<file path="src/rtl/eth_rx_parser.sv">
// eth_rx_parser
// Strips the 14-byte Ethernet header from a 64-bit frame stream, filters on
// destination MAC, and realigns the payload so its first byte lands in byte 0
// of the output bus. The header fields of the most recent accepted frame are
// exposed on hdr_*, together with wrapping good/dropped frame counters.
module eth_rx_parser #(
    parameter logic [47:0] MAC_ADDR_FPGA = 48'hfa163e55ca02,
    parameter bit          ACCEPT_BCAST  = 1'b1
) (
    input  logic        clk,
    input  logic        rst,

    input  logic [63:0] stream_in_DATA,
    input  logic [7:0]  stream_in_KEEP,
    input  logic        stream_in_LAST,
    input  logic        stream_in_VALID,
    output logic        stream_in_READY,

    output logic [63:0] stream_out_DATA,
    output logic [7:0]  stream_out_KEEP,
    output logic        stream_out_LAST,
    output logic        stream_out_VALID,
    input  logic        stream_out_READY,

    output logic [47:0] hdr_dst_mac,
    output logic [47:0] hdr_src_mac,
    output logic [15:0] hdr_ethertype,

    output logic [15:0] frames_ok,
    output logic [15:0] frames_dropped
);

    typedef enum logic [2:0] {
        HDR0,
        HDR1,
        PAYLOAD,
        FLUSH,
        DROP
    } state_t;

    localparam logic [47:0] BCAST_MAC = 48'hffffffffffff;

    state_t      state;

    // Header bytes seen in flit 0, held until flit 1 completes the header.
    logic [47:0] dst_shadow;
    logic [15:0] src_hi_shadow;

    // Last two bytes of the previous input flit, prepended to the next one.
    // residual_two says whether both bytes are real (1) or only byte 0 (0).
    logic [15:0] residual;
    logic        residual_two;

    // Output register stage.
    logic [63:0] out_data;
    logic [7:0]  out_keep;
    logic        out_last;
    logic        out_valid;

    // Published header and statistics.
    logic [47:0] dst_mac_q;
    logic [47:0] src_mac_q;
    logic [15:0] ethertype_q;
    logic [15:0] ok_cnt;
    logic [15:0] drop_cnt;

    logic        in_ready;
    logic        in_fire;
    logic        out_load;
    logic        dst_match;

    // Wire byte 0 of a field is its most significant byte, so the fields are
    // byte-reversed relative to the little-endian bus lanes.
    logic [47:0] in_dst;
    logic [15:0] in_src_hi;
    logic [31:0] in_src_lo;
    logic [15:0] in_type;
    logic [15:0] hdr1_tail;
    logic [63:0] flush_data;
    logic [7:0]  flush_keep;

    assign in_dst    = {stream_in_DATA[7:0],   stream_in_DATA[15:8],
                        stream_in_DATA[23:16], stream_in_DATA[31:24],
                        stream_in_DATA[39:32], stream_in_DATA[47:40]};
    assign in_src_hi = {stream_in_DATA[55:48], stream_in_DATA[63:56]};
    assign in_src_lo = {stream_in_DATA[7:0],   stream_in_DATA[15:8],
                        stream_in_DATA[23:16], stream_in_DATA[31:24]};
    assign in_type   = {stream_in_DATA[39:32], stream_in_DATA[47:40]};

    assign dst_match = (in_dst == MAC_ADDR_FPGA) ||
                       (ACCEPT_BCAST && (in_dst == BCAST_MAC));

    // The output register may take a new flit when empty or being drained.
    assign out_load = !out_valid || stream_out_READY;
    assign in_fire  = stream_in_VALID && in_ready;

    // Payload bytes 0-1 of a frame that ends in flit 1; byte 7 is blanked when
    // only byte 6 is present.
    assign hdr1_tail  = stream_in_KEEP[7] ? stream_in_DATA[63:48]
                                          : {8'h00, stream_in_DATA[55:48]};
    assign flush_data = {48'h0, residual_two ? residual : {8'h00, residual[7:0]}};
    assign flush_keep = {6'b0, residual_two, 1'b1};

    // Input handshake: PAYLOAD is the only state that produces an output per
    // accepted flit, so it alone follows the output register's availability.
    always_comb begin
        // NOTE: default assignment first so every path drives in_ready and no latch is inferred.
        in_ready = 1'b0;
        if (!rst) begin
            case (state)
                HDR0, HDR1, DROP: in_ready = 1'b1;
                PAYLOAD:          in_ready = out_load;
                FLUSH:            in_ready = 1'b0;
                default:          in_ready = 1'b0;
            endcase
        end
    end

    // Parser FSM together with the output register, header latches and counters.
    always_ff @(posedge clk) begin
        if (rst) begin
            state         <= HDR0;
            dst_shadow    <= '0;
            src_hi_shadow <= '0;
            residual      <= '0;
            residual_two  <= 1'b0;
            out_data      <= '0;
            out_keep      <= '0;
            out_last      <= 1'b0;
            out_valid     <= 1'b0;
            dst_mac_q     <= '0;
            src_mac_q     <= '0;
            ethertype_q   <= '0;
            ok_cnt        <= '0;
            drop_cnt      <= '0;
        end else begin
            // NOTE: non-blocking assignments throughout, so later lines in this block
            // that set out_valid override this default within the same edge.
            if (stream_out_READY) begin
                out_valid <= 1'b0;
            end

            case (state)
                HDR0: begin
                    if (in_fire) begin
                        if (stream_in_LAST) begin
                            drop_cnt <= drop_cnt + 16'd1;
                        end else if (dst_match) begin
                            dst_shadow    <= in_dst;
                            src_hi_shadow <= in_src_hi;
                            state         <= HDR1;
                        end else begin
                            state <= DROP;
                        end
                    end
                end

                HDR1: begin
                    if (in_fire) begin
                        dst_mac_q    <= dst_shadow;
                        src_mac_q    <= {src_hi_shadow, in_src_lo};
                        ethertype_q  <= in_type;
                        residual     <= stream_in_DATA[63:48];
                        residual_two <= stream_in_KEEP[7];
                        if (!stream_in_LAST) begin
                            state <= PAYLOAD;
                        end else if (!stream_in_KEEP[6]) begin
                            // Header only, no payload at all: runt.
                            drop_cnt <= drop_cnt + 16'd1;
                            state    <= HDR0;
                        end else if (out_load) begin
                            out_data  <= {48'h0, hdr1_tail};
                            out_keep  <= {6'b0, stream_in_KEEP[7], 1'b1};
                            out_last  <= 1'b1;
                            out_valid <= 1'b1;
                            ok_cnt    <= ok_cnt + 16'd1;
                            state     <= HDR0;
                        end else begin
                            // Output still stalled on the previous frame; the
                            // residual is already held, so emit it from FLUSH.
                            state <= FLUSH;
                        end
                    end
                end

                PAYLOAD: begin
                    if (in_fire) begin
                        out_data  <= {stream_in_DATA[47:0], residual};
                        out_valid <= 1'b1;
                        residual  <= stream_in_DATA[63:48];
                        if (!stream_in_LAST) begin
                            out_keep <= 8'hff;
                            out_last <= 1'b0;
                        end else if (stream_in_KEEP[6]) begin
                            // More than six bytes: the last one or two spill over.
                            out_keep     <= 8'hff;
                            out_last     <= 1'b0;
                            residual_two <= stream_in_KEEP[7];
                            state        <= FLUSH;
                        end else begin
                            out_keep <= {stream_in_KEEP[5:0], 2'b11};
                            out_last <= 1'b1;
                            ok_cnt   <= ok_cnt + 16'd1;
                            state    <= HDR0;
                        end
                    end
                end

                FLUSH: begin
                    if (out_load) begin
                        out_data  <= flush_data;
                        out_keep  <= flush_keep;
                        out_last  <= 1'b1;
                        out_valid <= 1'b1;
                        ok_cnt    <= ok_cnt + 16'd1;
                        state     <= HDR0;
                    end
                end

                DROP: begin
                    if (in_fire && stream_in_LAST) begin
                        drop_cnt <= drop_cnt + 16'd1;
                        state    <= HDR0;
                    end
                end

                default: state <= HDR0;
            endcase
        end
    end

    assign stream_in_READY  = in_ready;
    assign stream_out_DATA  = out_data;
    assign stream_out_KEEP  = out_keep;
    assign stream_out_LAST  = out_last;
    assign stream_out_VALID = out_valid;
    assign hdr_dst_mac      = dst_mac_q;
    assign hdr_src_mac      = src_mac_q;
    assign hdr_ethertype    = ethertype_q;
    assign frames_ok        = ok_cnt;
    assign frames_dropped   = drop_cnt;

endmodule

</file>
<file path="config.mk">
export PLATFORM = sky130hd
export DESIGN_NAME = eth_rx_parser
export DESIGN_NICKNAME = d
export VERILOG_FILES = /design/src/rtl/eth_rx_parser.sv
export SDC_FILE = /design/constraint.sdc
export NUM_CORES = 1
export LEC_CHECK = 0
export BUFFER_PORTS_ARGS = -buffer_cell sky130_fd_sc_hd__buf_4
export CAP_MARGIN = 30
export CORE_ASPECT_RATIO = 1.5
export CORE_MARGIN = 4
export CORE_UTILIZATION = 40
export CTS_BUF_LIST = sky130_fd_sc_hd__clkbuf_2 sky130_fd_sc_hd__clkbuf_4 sky130_fd_sc_hd__clkbuf_8
export DETAILED_ROUTE_END_ITERATION = 12
export PLACE_DENSITY_LB_ADDON = 0.05
export SETUP_SLACK_MARGIN = 0.3
export SYNTH_ARGS = -nofsm -noshare
export SYNTH_HDL_FRONTEND = slang
export SYNTH_SLANG_ARGS = --single-unit
</file>
<file path="constraint.sdc">
create_clock -name clk -period 3.1 [get_ports clk]
set_input_delay 0.31 -clock clk [delete_from_list [all_inputs] [get_ports clk]]
set_output_delay 0.31 -clock clk [all_outputs]
set_load 0.05 [all_outputs]
</file>
==> results.json, run 1 <==
{
  "ys_ff_latch": 302,
  "setup_viol": 0,
  "fin_setup_tns_ns": 0,
  "hold_viol_final": 0,
  "layout-drive-gt1-share_pct": 24.61,
  "core.rowCount": 75,
  "crit_slowest_cell": "and3_2",
  "syn_to_final_growth_pct": 36.89,
  "start_util_pct": 40.59,
  "cp_max_fo": 25,
  "placed_area_mm2": 0.01387,
  "total_power_mw": 8.204,
  "path_delay_family": "simple AND/OR/NAND/NOR gates",
  "synth_warnings": 0,
  "period_share_pct": 79.46,
  "cts_buffers": 48,
  "vias": 10690,
  "fin_nets": 1768,
  "outcome": "complete, no violations",
  "syn_area_mm2": 0.01135,
  "drt_pass1_iterations": 5,
  "gp_congestion": 0.8285,
  "rsz0062_at_grt": "no",
  "clk_pin_slew_ns": 0.06,
  "cts_resized": 0,
  "die-area_mm2": 0.03119,
  "critical_path_class": "input pin to flip-flop",
  "fmax_mhz": 406.0,
  "clock-sinks": 302,
  "hp-class": "input pin to flip-flop",
  "core_mm2": 0.02796,
  "cts_tree": "yes",
  "port_buffers": 295,
  "finalCriticalPeriod_ns": 2.463,
  "power.density_mw_per_mm2": 527.9,
  "synth.area.top_cells": "dfxtp_1, nand2_1, a21oi_1",
  "cp_cell_sequence": "dlygate4sd3_1 > buf_4 > nand4_1 > nor4_1 > and3_2 > nand4b_1 > buf_4 > o21ai_0",
  "maxSlewViolCount": 0,
  "vias_per_cell": 5.167,
  "grt_max_degree": 191,
  "root_buffer": "clkbuf_8",
  "grt_overflow": 0,
  "crit_path_start_kind": "input pin",
  "ir_drop_v": 0.0003896,
  "die_x_um": 145.5,
  "drt-initial-drc-count": 543,
  "grt_pass1_wl_um": 56000,
  "critPathCaptureType": "flip-flop",
  "cp.required_ns": 3.58,
  "tightest_slew_ns": 0.9360,
  "syn_area_per_cell_um2": 8.316,
  "synth_largest_area_cell": "dfxtp_1",
  "yosys_most_used_dff": "dfxtp_1",
  "synthArstFlopShare_pct": 0,
  "dpl_worst_slack_ns": 0.5925,
  "worst_path_most_repeated_cell": "buf_4",
  "syn_inst": 1365,
  "antenna_found_initial": 0,
  "yosysTopAreaCellShare_pct": 53.26,
  "synth.distinct_cells": 60,
  "leakagePower_nw": 6.114,
  "synth_seq_area_share_pct": 53.26,
  "die_h_um": 214.3,
  "finalInstanceArea_mm2": 0.01554,
  "worstPathArrival_ns": 2.95,
  "dp_hpwl_um": 23170,
  "postCtsSetupBuffers": 0,
  "finClkSkew_ns": 0.02124,
  "grt_usage_pct": 21.69,
  "drc": 0,
  "drt-total-wl_um": 35230,
  "drv_cap": 0,
  "grt_pass1_vias": 10440,
  "fin_ws_ns": 0.6368,
  "clk_path_buf_depth": 3,
  "wl_per_cell_um": 17.03,
  "synth_nets": 1444,
  "cp_num_buf_inv": 3,
  "diodes": 0,
  "ant_nets": 0,
  "synth-edff-count": 0,
  "clkLatencyLatePin_ns": 0.58,
  "pin_count": 296,
  "crit_path_max_incr_delay_ns": 0.68,
  "htree_num_levels": 2,
  "slew_headroom_pct": 37.60
}
## cell type report
class | count | area, um2
clock inverter | 7 | 135.1
fill | 2680 | 12430
tap | 346 | 432.9
inverter | 7 | 26.28
clock buffer | 77 | 947.2
timing repair buffer | 378 | 3068
sequential | 302 | 6046
multi-input combinational | 952 | 4883
## through the flow
step / hold slack [ns] / util, % / instances
detailed placement: 0.4426 / 49.58 / 1926
global placement: 0.4385 / 49.58 / 1926
floorplan: 0.4285 / - / 1365
CTS: 0.001319 / 55.57 / 2069
global route: 0.01254 / 55.57 / 2069
finish: 0.02750 / 55.57 / 2069
## cell families after synthesis
group	Yosys count	share of synthesized area, %
AOI/OAI and AO/OA	321	15.47
xor gates and xnor gates	18	1.389
adders and majority gates	2	0.2204
buffers and inverters	111	4.045
DFF	302	53.26
muxes	28	2.491
and+or+nand+nor	583	23.13
## where the power goes
group	internal [mW]	switching, mW
Sequential	3.90	0.0212
Combinational	0.190	0.286
Clock	2.26	1.55
Total	6.35	1.85
## synthesized netlist by cell type (2+ instances only)
cell type and instances:
clkbuf_1 71, a211oi_1 10, xnor2_1 15, a221oi_1 8, or3_1 8, nand2_1 296
nand4_1 16, a21o_1 2, mux2i_1 26, xor2_1 3, clkbuf_2 2, a21oi_1 221
o21ai_0 51, nor4_1 9, mux2_2 2, and3_1 6, inv_1 6, nor3_1 22
nor2_1 88, and4_1 2, a31oi_1 2, o21ai_1 2, ha_1 2, and2_1 5
or3b_1 2, nand2b_1 27, dfxtp_1 302, o211ai_1 6, buf_2 29, o31ai_1 6
or4_1 7, a2111oi_0 3, nand3_1 77, nor2b_1 5
## timing repair
action                                 CTS  global route
setup endpoints to repair                0             0
hold buffers                            59             0
endpoints found under the hold margin   89             0
## layer usage
metal | up-vias | track usage (%) | part of all wire (%)
met5 | - | 0 | 0
met4 | 0 | 8.935 | 4.2
li1 | 5314 | - | -
met1 | 4979 | 24.78 | 39
met3 | 89 | 7.040 | 7.6
met2 | 308 | 37.34 | 49
## worst reg2reg max path: stages (launching register included)
cell	delay [ns]
dfxtp_1	0.72
or3b_1	0.30
nor2_4	0.10
or3b_1	0.49
nor3_1	0.26
mux2_2	0.36
## state kept, by name, summed over array words and instances, names as in the netlist
register and cells:
dst_shadow 48, stream_out_LAST 1, stream_out_KEEP 8, state 3, hdr_dst_mac 48, hdr_ethertype 16, frames_dropped 16, residual 16
stream_out_DATA 64, frames_ok 16, stream_out_VALID 1, src_hi_shadow 16, hdr_src_mac 48, residual_two 1
## placed cells by master, fill, tap and decap left out, types with 3 or more instances in the layout
| master | Yosys | layout |
|---|---|---|
| nand2b_1 | 27 | 27 |
| buf_12 | 0 | 6 |
| xor2_1 | 3 | 3 |
| clkbuf_8 | 0 | 59 |
| nor2b_1 | 5 | 5 |
| or4_1 | 7 | 7 |
| nand2_1 | 296 | 295 |
| o211ai_1 | 6 | 6 |
| a221oi_1 | 8 | 8 |
| o31ai_1 | 6 | 6 |
| o21ai_0 | 51 | 51 |
| and2_1 | 5 | 5 |
| bufinv_16 | 0 | 4 |
| clkinv_2 | 0 | 3 |
| nor3_1 | 22 | 22 |
| nand4_1 | 16 | 16 |
| mux2i_1 | 26 | 26 |
| a2111oi_0 | 3 | 3 |
| nor4_1 | 9 | 9 |
| a21oi_1 | 221 | 221 |
| nand3_1 | 77 | 77 |
| or3_1 | 8 | 8 |
| and3_1 | 6 | 4 |
| xnor2_1 | 15 | 15 |
| inv_1 | 6 | 6 |
| dfxtp_1 | 302 | 302 |
| clkbuf_4 | 0 | 18 |
| nor2_1 | 88 | 87 |
| buf_4 | 1 | 312 |
| a211oi_1 | 10 | 10 |
| dlygate4sd3_1 | 0 | 59 |
## final timing paths
check	from	end	slack, ns	cells past startpoint
max	stream_in_DATA[7]	dst_shadow[7]	0.64	8
min	stream_in_DATA[51]	residual[3]	0.03	3
max reg2reg	state[0]	frames_ok[15]	0.75	5
min reg2reg	src_hi_shadow[4]	hdr_src_mac[36]	0.45	2
(Power assumes the default switching activity.)
==> run 2: changes to the inputs <==
clock period = 2.2 ns   (was 3.1 ns; I/O delays follow)
==> run 2 against run 1 <==
  * Worst hold slack better by 0.018 ns
  * Sequential power up 41%
  * Final area up 3.7%
  * Die area unchanged
  * Clock skew increased by 0.0043 ns
  * Critical path type is now flip-flop to flip-flop
==> results.json, run 2 (synthesis results as in run 1) <==
{
  "die_x_um": 145.5,
  "grt_max_degree": 187,
  "dp_cells": 1933,
  "total_power_mw": 11.33,
  "stdcell_count": 2106,
  "pin_count": 296,
  "drt-total-wl_um": 37010,
  "grt_overflow": 0,
  "final_common_cell": "buf_4",
  "path_delay_family": "simple AND/OR/NAND/NOR gates",
  "antenna_found_initial": 0,
  "drt-initial-drc-count": 641,
  "ant_nets": 0,
  "tightest_slew_ns": 0.9215,
  "hp-class": "input pin to flip-flop",
  "port_buffers": 295,
  "holdPathEnd": "stream_out_KEEP[4]",
  "critPathLaunch": "state[0]",
  "clkLatencyLatePin_ns": 0.56,
  "crit_slowest_cell": "dfxtp_4",
  "dp_hpwl_um": 23260,
  "finClkSkew_ns": 0.02559,
  "gp_congestion": 0.8080,
  "diodes": 0,
  "fmax_mhz": 530.2,
  "drt_pass1_iterations": 6,
  "grt_pass1_wl_um": 58040,
  "vias": 10920,
  "cts_buffers": 46,
  "clk_path_buf_depth": 3,
  "maxSlewViolCount": 0,
  "root_buffer": "clkbuf_8",
  "min_from": "stream_in_KEEP[2]",
  "die_h_um": 214.3,
  "critPathCaptureType": "flip-flop",
  "hold_viol_final": 0,
  "cts_tree": "yes",
  "die-area_mm2": 0.03119,
  "finalCriticalPeriod_ns": 1.886,
  "layout_common_cells": "buf_4, nand2_1, dfxtp_1, a21oi_1, nor2_1",
  "core.rowCount": 75,
  "grt_pass1_vias": 10770,
  "drv_cap": 0,
  "layout-drive-gt1-share_pct": 27.10,
  "reg2reg_to": "src_hi_shadow[11]",
  "core_mm2": 0.02796,
  "worstPathArrival_ns": 2.36,
  "power.density_mw_per_mm2": 703.2,
  "rsz0062_at_grt": "yes",
  "cp_cell_sequence": "buf_4 > or3_4 > nor3_4 > and3_4 > buf_12 > clkbuf_16 > nand3_1 > a21oi_1",
  "placed_area_mm2": 0.01400,
  "reg2reg_depth": 8,
  "period_share_pct": 85.73,
  "largest_register_ffs": 64,
  "clock-sinks": 302,
  "leakagePower_nw": 6.336,
  "critical_path_class": "flip-flop to flip-flop",
  "syn_to_final_growth_pct": 42.00,
  "nFillCells": 2626,
  "htree_num_levels": 2,
  "reg2reg_from": "state[0]",
  "cp_max_fo": 10,
  "fin_hold_ws_ns": 0.04573,
  "fin_nets": 1803,
  "clk_pin_slew_ns": 0.07,
  "setup_viol": 0,
  "grt_usage_pct": 22.34,
  "crit_path_max_incr_delay_ns": 0.37,
  "drc": 0,
  "slew_headroom_pct": 38.57,
  "fin_setup_tns_ns": 0,
  "hold_path_depth": 3,
  "start_util_pct": 40.59,
  "outcome": "complete, no violations",
  "crit_path_start_kind": "flip-flop",
  "ir_drop_v": 0.0004422,
  "cp_num_buf_inv": 3,
  "finalInstanceArea_mm2": 0.01612,
  "vias_per_cell": 5.187,
  "cp.required_ns": 2.67,
  "wl_per_cell_um": 17.57,
  "reg2reg_slack_ns": 0.31
}
==> run 2: cell count changes in the layout (fill, tap and decap cells not counted), moves of 5 or more <==
cell	before	now
buf_4	312	319
buf_6	0	5
clkbuf_4	18	12
clkbuf_8	59	64
dfxtp_1	302	291
dfxtp_2	0	5
dfxtp_4	0	6
dlygate4sd3_1	59	71
nor4_1	9	4
nor4_2	0	5
o21ai_0	51	36
o21ai_1	2	16
==> run 2: where the power goes <==
part / total (mW) / switching (mW) / leakage [nW] / internal, mW
sequential: 5.52 / 0.0239 / 2.44 / 5.49
clock: 5.07 / 2.17 / 0.557 / 2.90
combinational: 0.745 / 0.437 / 3.34 / 0.307
total: 11.3 / 2.63 / 6.34 / 8.70
==> run 2: layout make-up <==
class                   count  area, um2  area share [%]
flip-flops and latches    302       6075           37.69
repair buffers            413       3535           21.93
well taps                 346      432.9           2.686
clock inverters             8      65.06          0.4037
inverters                   7      26.28          0.1630
multi-input cells         954       5014           31.11
clock buffers              76      970.9           6.024
==> run 2: worst max path at each step <==
stage                                   end  slack [ns]  cells past startpoint
after floorplan               frames_ok[13]        0.25                      6
after global placement          residual[6]        0.17                      4
after detailed placement    hdr_src_mac[37]        0.17                      6
after CTS                   stream_in_READY        0.30                      4
after global routing         dst_shadow[32]        0.22                      8
final                     src_hi_shadow[11]        0.31                      8
==> run 2: metrics by stage <==
| stage | setup WS, ns | utilization, % |
|---|---|---|
| floorplan | 0.2508 | - |
| global placement | 0.1711 | 50.00 |
| detailed placement | 0.1665 | 50.05 |
| CTS | 0.3022 | 56.44 |
| global route | 0.2219 | 57.64 |
| finish | 0.3140 | 57.64 |
==> run 2: worst min-delay path, stage by stage <==
cell and delay (ns):
buf_4 0.08, o211ai_1 0.09, a21oi_1 0.15
==> run 2: timing repair <==
item | CTS | global route
resized for setup | 10 | 46
cloned | 1 | 7
buffers inserted | 1 | 9
hold endpoints to repair | 142 | 0
endpoints found under the setup margin | 199 | 181
pin swaps | 2 | 7
hold buffers | 71 | 0
==> run 2: metal layers <==
layer  part of all wire (%)  vias to the layer above  GRT usage, %
li1                       -                     5384             -
met1                     40                     5132         26.41
met2                     49                      312         37.43
met5                      0                        -             0
met4                    4.7                        0         10.77
met3                    6.4                       95         6.216
